--- src/rtl/divider_if.sv ---
// Handshake and result bundle for the sequential divider.
// The master side issues a request; the slave side reports its status and results.
interface divider_if #(
  parameter int WIDTH = 4
);
  logic             start;
  logic [WIDTH-1:0] dividend;
  logic [WIDTH-1:0] divisor;
  logic             busy;
  logic             done;
  logic [WIDTH-1:0] quotient;
  logic [WIDTH-1:0] remainder;
  logic             div_by_zero;

  modport master (
    output start, dividend, divisor,
    input  busy, done, quotient, remainder, div_by_zero
  );

  modport slave (
    input  start, dividend, divisor,
    output busy, done, quotient, remainder, div_by_zero
  );
endinterface

--- src/rtl/divider.sv ---
// Unsigned restoring divider that produces one quotient bit per clock, MSB first.
// Results are registered on entry to DONE and held until the next completed division.
module divider #(
  parameter int WIDTH = 4
) (
  input  logic      clk,
  input  logic      rst_n,
  divider_if.slave  bus
);

  localparam int CW = $clog2(WIDTH);

  typedef enum logic [1:0] {IDLE, RUN, DONE} state_t;

  state_t           state_q, state_d;
  logic [CW-1:0]    count_q, count_d;
  logic [WIDTH-1:0] work_q, work_d;
  logic [WIDTH-1:0] part_q, part_d;
  logic [WIDTH-1:0] dvs_q, dvs_d;
  logic [WIDTH-1:0] quo_q, quo_d;
  logic [WIDTH-1:0] rem_q, rem_d;
  logic             dbz_q, dbz_d;

  logic [WIDTH:0]   shifted;
  logic [WIDTH:0]   diff;
  logic             q_bit;
  logic [WIDTH-1:0] part_next;
  logic [WIDTH-1:0] quo_next;

  // work_q shifts dividend bits out of its MSB while quotient bits enter at its LSB
  always_comb begin
    shifted   = {part_q, work_q[WIDTH-1]};
    diff      = shifted - {1'b0, dvs_q};
    q_bit     = ~diff[WIDTH];
    part_next = q_bit ? diff[WIDTH-1:0] : shifted[WIDTH-1:0];
    quo_next  = {work_q[WIDTH-2:0], q_bit};
  end

  always_comb begin
    state_d = state_q;
    count_d = count_q;
    work_d  = work_q;
    part_d  = part_q;
    dvs_d   = dvs_q;
    quo_d   = quo_q;
    rem_d   = rem_q;
    dbz_d   = dbz_q;

    case (state_q)
      IDLE: begin
        if (bus.start) begin
          work_d  = bus.dividend;
          part_d  = '0;
          dvs_d   = bus.divisor;
          count_d = CW'(WIDTH - 1);
          if (bus.divisor == '0) begin
            state_d = DONE;
            quo_d   = '1;
            rem_d   = bus.dividend;
            dbz_d   = 1'b1;
          end else begin
            state_d = RUN;
          end
        end
      end

      RUN: begin
        work_d  = quo_next;
        part_d  = part_next;
        count_d = count_q - CW'(1);
        if (count_q == '0) begin
          state_d = DONE;
          quo_d   = quo_next;
          rem_d   = part_next;
          dbz_d   = 1'b0;
        end
      end

      DONE: begin
        state_d = IDLE;
      end

      default: begin
        state_d = IDLE;
      end
    endcase
  end

  always_ff @(posedge clk or negedge rst_n) begin
    if (!rst_n) begin
      state_q <= IDLE;
      count_q <= '0;
      work_q  <= '0;
      part_q  <= '0;
      dvs_q   <= '0;
      quo_q   <= '0;
      rem_q   <= '0;
      dbz_q   <= 1'b0;
    end else begin
      state_q <= state_d;
      count_q <= count_d;
      work_q  <= work_d;
      part_q  <= part_d;
      dvs_q   <= dvs_d;
      quo_q   <= quo_d;
      rem_q   <= rem_d;
      dbz_q   <= dbz_d;
    end
  end

  assign bus.busy        = (state_q != IDLE);
  assign bus.done        = (state_q == DONE);
  assign bus.quotient    = quo_q;
  assign bus.remainder   = rem_q;
  assign bus.div_by_zero = dbz_q;

endmodule

--- src/flat_wrapper.sv ---
// flat-port wrapper written by rule: the top's interface ports become plain ports
module divider_flat 
#(
  parameter int WIDTH = 4
)
  (clk, rst_n, bus_start, bus_dividend, bus_divisor, bus_busy, bus_done, bus_quotient, bus_remainder, bus_div_by_zero);
  divider_if #(.WIDTH(WIDTH)) bus_i ();
  input  logic clk;
  input  logic rst_n;
  input wire logic [$bits(bus_i.start)-1:0] bus_start;
  input wire logic [$bits(bus_i.dividend)-1:0] bus_dividend;
  input wire logic [$bits(bus_i.divisor)-1:0] bus_divisor;
  output wire logic [$bits(bus_i.busy)-1:0] bus_busy;
  output wire logic [$bits(bus_i.done)-1:0] bus_done;
  output wire logic [$bits(bus_i.quotient)-1:0] bus_quotient;
  output wire logic [$bits(bus_i.remainder)-1:0] bus_remainder;
  output wire logic [$bits(bus_i.div_by_zero)-1:0] bus_div_by_zero;
  assign bus_i.start = bus_start;
  assign bus_i.dividend = bus_dividend;
  assign bus_i.divisor = bus_divisor;
  assign bus_busy = bus_i.busy;
  assign bus_done = bus_i.done;
  assign bus_quotient = bus_i.quotient;
  assign bus_remainder = bus_i.remainder;
  assign bus_div_by_zero = bus_i.div_by_zero;
  divider #(.WIDTH(WIDTH)) u_core (.clk(clk), .rst_n(rst_n), .bus(bus_i));
endmodule
--- config.mk ---
export PLATFORM = sky130hd
export DESIGN_NAME = divider_flat
export DESIGN_NICKNAME = d
export VERILOG_FILES = /design/src/rtl/divider_if.sv /design/src/rtl/divider.sv /design/src/flat_wrapper.sv
export SDC_FILE = /design/constraint.sdc
export NUM_CORES = 1
export LEC_CHECK = 0
export ABC_AREA = 1
export BUFFER_PORTS_ARGS = -buffer_cell sky130_fd_sc_hd__buf_2
export CAP_MARGIN = 20
export CORE_UTILIZATION = 30
export CTS_CLUSTER_SIZE = 20
export DETAILED_ROUTE_END_ITERATION = 6
export GPL_TIMING_DRIVEN = 1
export PLACE_DENSITY = 0.52
export SYNTH_ARGS = -nofsm -noshare
export SYNTH_HDL_FRONTEND = slang
export SYNTH_SLANG_ARGS = --single-unit
--- constraint.sdc ---
create_clock -name clk -period 1.6 [get_ports clk]
set_clock_uncertainty 0.1 [all_clocks]
set_input_delay 0.16 -clock clk [delete_from_list [all_inputs] [get_ports clk]]
set_output_delay 0.16 -clock clk [all_outputs]
set_load 0.03 [all_outputs]
==> results_dict.tcl, run 1 <==
set metrics [dict create \
    drtIter0Drc 28 \
    die_area_um2 4680 \
    start_util_pct 32.1 \
    synth_xor_area_share_pct 0.662 \
    p_int_w 0.00203 \
    synth_top_cell_by_area "dfrtp_1" \
    cp.arrival_ns 1.92 \
    synthTopCellsByCount "inv_1, nand2_1, dfrtp_1" \
    synth_area_um2 1320 \
    criticalPathCategory "flip-flop to flip-flop" \
    die_w_um 68.4 \
    post-route-drc-count 0 \
    fp-row-count 23 \
    grt_pass1_vias 1111 \
    drive_gt1_share_pct 28.6 \
    crit_fanout 5 \
    ioPinCount 22 \
    clock_latency_ns 0.27 \
    synth_top_family_by_area "simple AND/OR/NAND/NOR gates" \
    pwr-share-comb_pct 61.9 \
    hold_path_class "input pin to flip-flop" \
    ys_ff_latch 25 \
    synthSimpleGateAreaFrac_pct 24.0 \
    maxCapViolations 0 \
    p_per_area_nw_per_um2 2270 \
    synth_edf_count 0 \
    cts_buffer_depth 2 \
    clkSlewWorstSetupHoldPaths_ns 0.09 \
    finalSetupViolations 10 \
    routedWlPerCell_um 11.5 \
    cts_tree "built" \
    gr-total-overflow 0 \
    crit_required_ns 1.73 \
    ir_drop_mv 0.769 \
    first_pass_iters 4 \
    syn_area_per_cell_um2 8.06 \
    finalHoldViolCount 0 \
    yosys_warnings 0 \
    synthAdderAreaFrac_pct 6.24 \
    diodes 0 \
    syn_inst 164 \
    hpwlAfterDp_um 2250 \
    track_usage_pct 14.2 \
    drv_slew 0 \
    async_flop_share_pct 100 \
    timing.final.crit_share_pct 112 \
    place.gp.congestion 0.843 \
    grt_pass1_wl_um 4800 \
    area.growth.synth_to_final_pct 28.0 \
    ant_nets 0 \
    synth.area.mux_share_pct 0.851 \
    setup_tns_ns -1.36 \
    end_kind "flip-flop" \
    synth-compound-area-share_pct 9.93 \
    grt_max_degree 26 \
    finalWorstSetupSlack_ns -0.197 \
    p_sw_w 0.00180 \
    numCtsBuffers 3 \
    fin_nets 221 \
    antenna_found_initial 0 \
    p_sw_share_pct 47.0 \
    die_h_um 68.4 \
    relSlewSlack_pct 60.7 \
    yosysUniqueCellTypes 23 \
    ys_top_cells_by_area "dfrtp_1, inv_1, nand3_1" \
    synth_top_area_share_pct 47.3 \
    layout_min_cycle_time_ns 1.80 \
    start_kind "flip-flop" \
    seq_power_share_pct 28.0 \
    core_area_um2 4120 \
    synth_most_common_cell "inv_1" \
    vias 1154 \
    routed_wl_um 2920 \
    violations "setup timing" \
    fmax_ghz 0.557 \
    htree_num_levels 1 \
    tightest_slew_ns 0.590 \
    power.leakage_nw 0.885 \
    total_power_w 0.00384 \
    outcome "finished, violations left" \
    synth_nets 181 \
    clock_power_share_pct 10.0 \
    cts-root-buf "clkbuf_8" \
    routed_via_density 4.56 \
    ys.flop_type "dfrtp_1" \
    port_buffers 21 \
    yosysSeqAreaShare_pct 47.3 \
    grt_setup_unrepaired "true" \
    cts_num_sinks 25 \
]
==> through the flow <==
step	instance area [um2]	hold slack, ns	cells	util, %	worst slack (ns)
floorplan	1330	-0.236	164	-	-0.0433
global placement	1580	0.0902	245	38.3	-0.142
detailed placement	1580	0.0943	245	38.3	-0.196
CTS	1640	0.0359	250	39.9	-0.192
global route	1690	0.0446	253	41.1	-0.332
finish	1690	0.0376	253	41.1	-0.197
==> final timing paths <==
check | startpoint | to | slack (ns) | depth (start not counted)
max reg2reg | u_core.work_q[3] | u_core.bus.remainder[2] | -0.20 | 12
max in group asynchronous | rst_n | u_core.dvs_q[0] | 0.70 | 2
min | bus_divisor[0] | u_core.dvs_q[0] | 0.04 | 2
min in group asynchronous | rst_n | u_core.bus.remainder[2] | 0.31 | 2
min reg2reg | u_core.dvs_q[2] | u_core.dvs_q[2] | 0.40 | 2
max | u_core.work_q[3] | u_core.bus.remainder[2] | -0.20 | 12
==> layer usage <==
metal	wire length (um)	vias to the layer above	part of all wire, %	track usage (%)
met5	0	-	0	0
met4	38	0	1.3	5.99
met3	59	4	2.0	2.33
met2	1480	13	51	26.2
met1	1340	536	46	15.7
li1	-	601	-	-
==> layout by cell type (no fill, tap or decap) <==
cell and n:
inv_1 30, nand2_1 26, dfrtp_1 25, buf_2 21, nor2_1 18, nand3_1 17
buf_4 14, o21ai_0 7, a21oi_1 6, nand3_2 5, ha_1 4, nand2_2 3
or2_1 3, clkbuf_8 3, clkinvlp_4 2, o211ai_1 2, a31oi_1 2, o21ai_4 1
nor2_2 1, inv_4 1, inv_2 1, mux2_2 1, xnor2_1 1, a22oi_1 1
o221ai_1 1, o22ai_1 1, or2_2 1, fa_2 1, ha_2 1, clkinv_2 1
dlygate4sd3_1 1, buf_6 1
==> repair_timing <==
action                                  4_1_cts  5_1_grt
resized for setup                             2        8
endpoints found under the hold margin        25        0
buffers inserted                              0        2
hold buffers                                  1        0
pin swaps                                     4        3
cloned                                        0        1
endpoints found under the setup margin       10       15
==> final cells by class <==
| class | instances | area, um2 |
|---|---|---|
| multi-input combinational | 103 | 589 |
| tap | 50 | 62.6 |
| clock inverter | 1 | 5.00 |
| timing repair buffer | 37 | 231 |
| inverter | 33 | 130 |
| sequential | 25 | 626 |
| timing repair inverter | 1 | 7.51 |
| fill | 432 | 2420 |
| clock buffer | 3 | 41.3 |
==> state kept, by name, indices dropped and copies added, names as in the netlist <==
signal and flops:
u_core.bus.quotient 4, u_core.state_q 2, u_core.part_q 4, u_core.count_q 2
u_core.bus.remainder 4, u_core.bus.div_by_zero 1, u_core.dvs_q 4, u_core.work_q 4
==> power groups by stage <==
stage | combinational (W) | clock [W] | sequential [W]
floorplan | 0.00138 | 0 | 0.00127
global route | 0.00268 | 0.000415 | 0.00111
finish | 0.00238 | 0.000385 | 0.00108
CTS | 0.00227 | 0.000395 | 0.00108
detailed placement | 0.00223 | 0 | 0.00109
global placement | 0.00219 | 0 | 0.00109
==> critical path, cell delays in order, from the launching register on <==
cell and delay (ns):
dfrtp_1 0.35, inv_1 0.06, ha_2 0.18, fa_2 0.35
inv_2 0.08, nand2_1 0.05, nand2_1 0.08, nand3_1 0.08
nand2_2 0.14, nand3_1 0.11, nand3_1 0.09, nand2_1 0.05
inv_1 0.04
==> logic make-up (layout without fill, tap and decap cells) <==
logic type / Yosys count / after routing
and+or+nand+nor: 74 / 74
buffers and inverters: 36 / 75
DFF: 25 / 25
AOI/OAI and AO/OA: 21 / 21
adders and majority gates: 6 / 6
xor gates and xnor gates: 1 / 1
muxes: 1 / 1
(Power assumes the default switching activity.)
==> run 2, diff against run 1 <==
--- a/config.mk
+++ b/config.mk
@@ -8,11 +8,13 @@
 export ABC_AREA = 1
 export BUFFER_PORTS_ARGS = -buffer_cell sky130_fd_sc_hd__buf_2
 export CAP_MARGIN = 20
+export CORE_ASPECT_RATIO = 0.6
 export CORE_UTILIZATION = 30
 export CTS_CLUSTER_SIZE = 20
 export DETAILED_ROUTE_END_ITERATION = 6
 export GPL_TIMING_DRIVEN = 1
 export PLACE_DENSITY = 0.52
+export SKIP_CTS_REPAIR_TIMING = 1
 export SYNTH_ARGS = -nofsm -noshare
 export SYNTH_HDL_FRONTEND = slang
 export SYNTH_SLANG_ARGS = --single-unit
==> run 2 against run 1 <==
  * Sequential power hardly changed
  * Maximum frequency is 3.0% lower
  * Global-route usage is 0.69 points lower
  * Worst hold slack better by 0.0027 ns
  * Register-to-register slack worse by 0.06 ns
  * Flip-flop and latch count stayed put
  * Combinational power is 10% higher
  * Utilization is 1.1 points higher
  * Setup slack worse by 0.056 ns
  * Largest power group unchanged
  * The run still ends with setup timing left
==> results_dict.tcl, run 2 (same netlist as run 1, synthesis figures left out) <==
set metrics [dict create \
    area.growth.synth_to_final_pct 33.2 \
    place.gp.congestion 0.787 \
    cts_buffer_depth 2 \
    ioPinCount 22 \
    final_cell_mix "inv_1, dfrtp_1, nand2_1, buf_2, buf_4" \
    post-route-drc-count 0 \
    tightest_slew_ns 0.579 \
    cts_tree "built" \
    ant_nets 0 \
    maxCapViolations 0 \
    fin_nets 224 \
    start_kind "flip-flop" \
    drtIter0Drc 19 \
    htree_num_levels 1 \
    power.leakage_nw 0.920 \
    p_per_area_nw_per_um2 2320 \
    die_w_um 87.7 \
    vias 1157 \
    stdcell_area_um2 1760 \
    reg2reg_depth 10 \
    clkSlewWorstSetupHoldPaths_ns 0.09 \
    finalHoldViolCount 0 \
    drive_gt1_share_pct 32.5 \
    ff2ff_setup_slack_ns -0.25 \
    violations "setup timing" \
    r2r_end "u_core.bus.remainder[2]" \
    routed_via_density 4.35 \
    grt_max_degree 26 \
    relSlewSlack_pct 61.4 \
    cts_num_sinks 25 \
    hp-start "bus_divisor[0]" \
    fp-row-count 18 \
    grt_pass1_vias 1046 \
    mostFrequentLayoutCell "inv_1" \
    total_power_w 0.00408 \
    core_area_um2 4170 \
    layout_min_cycle_time_ns 1.85 \
    hold_path_class "input pin to flip-flop" \
    drv_slew 0 \
    clock_latency_ns 0.27 \
    routed_wl_um 2990 \
    cts-root-buf "clkbuf_8" \
    die_h_um 53.4 \
    cp-startpoint "u_core.dvs_q[0]" \
    first_pass_iters 4 \
    grt_setup_unrepaired "true" \
    diodes 0 \
    reg2reg_from "u_core.dvs_q[0]" \
    finalSetupViolations 10 \
    hpwlAfterDp_um 2210 \
    grt_pass1_wl_um 4690 \
    end_kind "flip-flop" \
    criticalPathCategory "flip-flop to flip-flop" \
    holdPathStages 2 \
    track_usage_pct 13.5 \
    crit_required_ns 1.68 \
    crit_fanout 5 \
    ir_drop_mv 0.906 \
    port_buffers 21 \
    routedWlPerCell_um 11.2 \
    timing.final.crit_share_pct 116 \
    finalWorstSetupSlack_ns -0.252 \
    antenna_found_initial 0 \
    outcome "finished, violations left" \
    die_area_um2 4690 \
    dpl-instance-area_um2 1600 \
    min_to "u_core.dvs_q[0]" \
    numCtsBuffers 3 \
    cp.arrival_ns 1.93 \
    start_util_pct 31.7 \
    gr-total-overflow 0 \
    fmax_ghz 0.540 \
]
-- run 2: per-layer routing --
metal / wire (um) / share of wire [%] / GRT usage, %
met5: 0 / 0 / 0
met4: 0 / 0 / 0.820
met3: 109 / 3.6 / 4.37
met2: 1210 / 40 / 19.1
met1: 1670 / 56 / 20.3
-- run 2: stage by stage --
stage	utilization (%)	setup WS (ns)	cells	setup TNS [ns]	hold WS, ns
6_report	42.3	-0.252	266	-2.02	0.0403
5_1_grt	42.3	-0.357	266	-3.15	0.0359
4_1_cts	39.6	-0.197	261	-1.37	-0.201
3_5_place_dp	38.5	-0.173	257	-1.14	0.100
3_3_place_gp	38.5	-0.153	257	-0.958	0.0909
2_1_floorplan	-	-0.0433	164	-0.161	-0.236
-- run 2: power breakdown --
group	total (W)	internal [W]	leakage, nW	switching [W]
registers	0.00109	0.000924	0.291	0.000167
clock network	0.000379	0.000174	0.0255	0.000205
logic	0.00262	0.00108	0.604	0.00154
total	0.00408	0.00218	0.920	0.00191
-- run 2: cell type report --
cell class                      instances  area [um2]
Fill cell                             429        2400
Multi-Input combinational cell        103         627
Sequential cell                        25         626
Timing Repair Buffer                   41         262
Inverter                               33         126
Tap cell                               60        75.1
Clock buffer                            3        41.3
Clock inverter                          1        5.00
-- run 2: worst max path at each step --
stage / endpoint / slack [ns] / depth (start not counted)
final: u_core.bus.remainder[2] / -0.25 / 10
after detailed placement: u_core.bus.remainder[3] / -0.17 / 11
after CTS: u_core.bus.remainder[1] / -0.20 / 12
after global placement: u_core.bus.remainder[3] / -0.15 / 10
after floorplan: u_core.bus.remainder[3] / -0.04 / 10
after global routing: u_core.bus.remainder[2] / -0.36 / 11
-- run 2: worst max-delay path: stages (launching register included) --
cell and delay (ns):
dfrtp_1 0.41, ha_4 0.18, fa_2 0.37, inv_2 0.08, nand3_1 0.08, nand3_1 0.15
nand2_4 0.09, nand3_1 0.11, nand3_1 0.10, nand2_1 0.06, inv_1 0.03
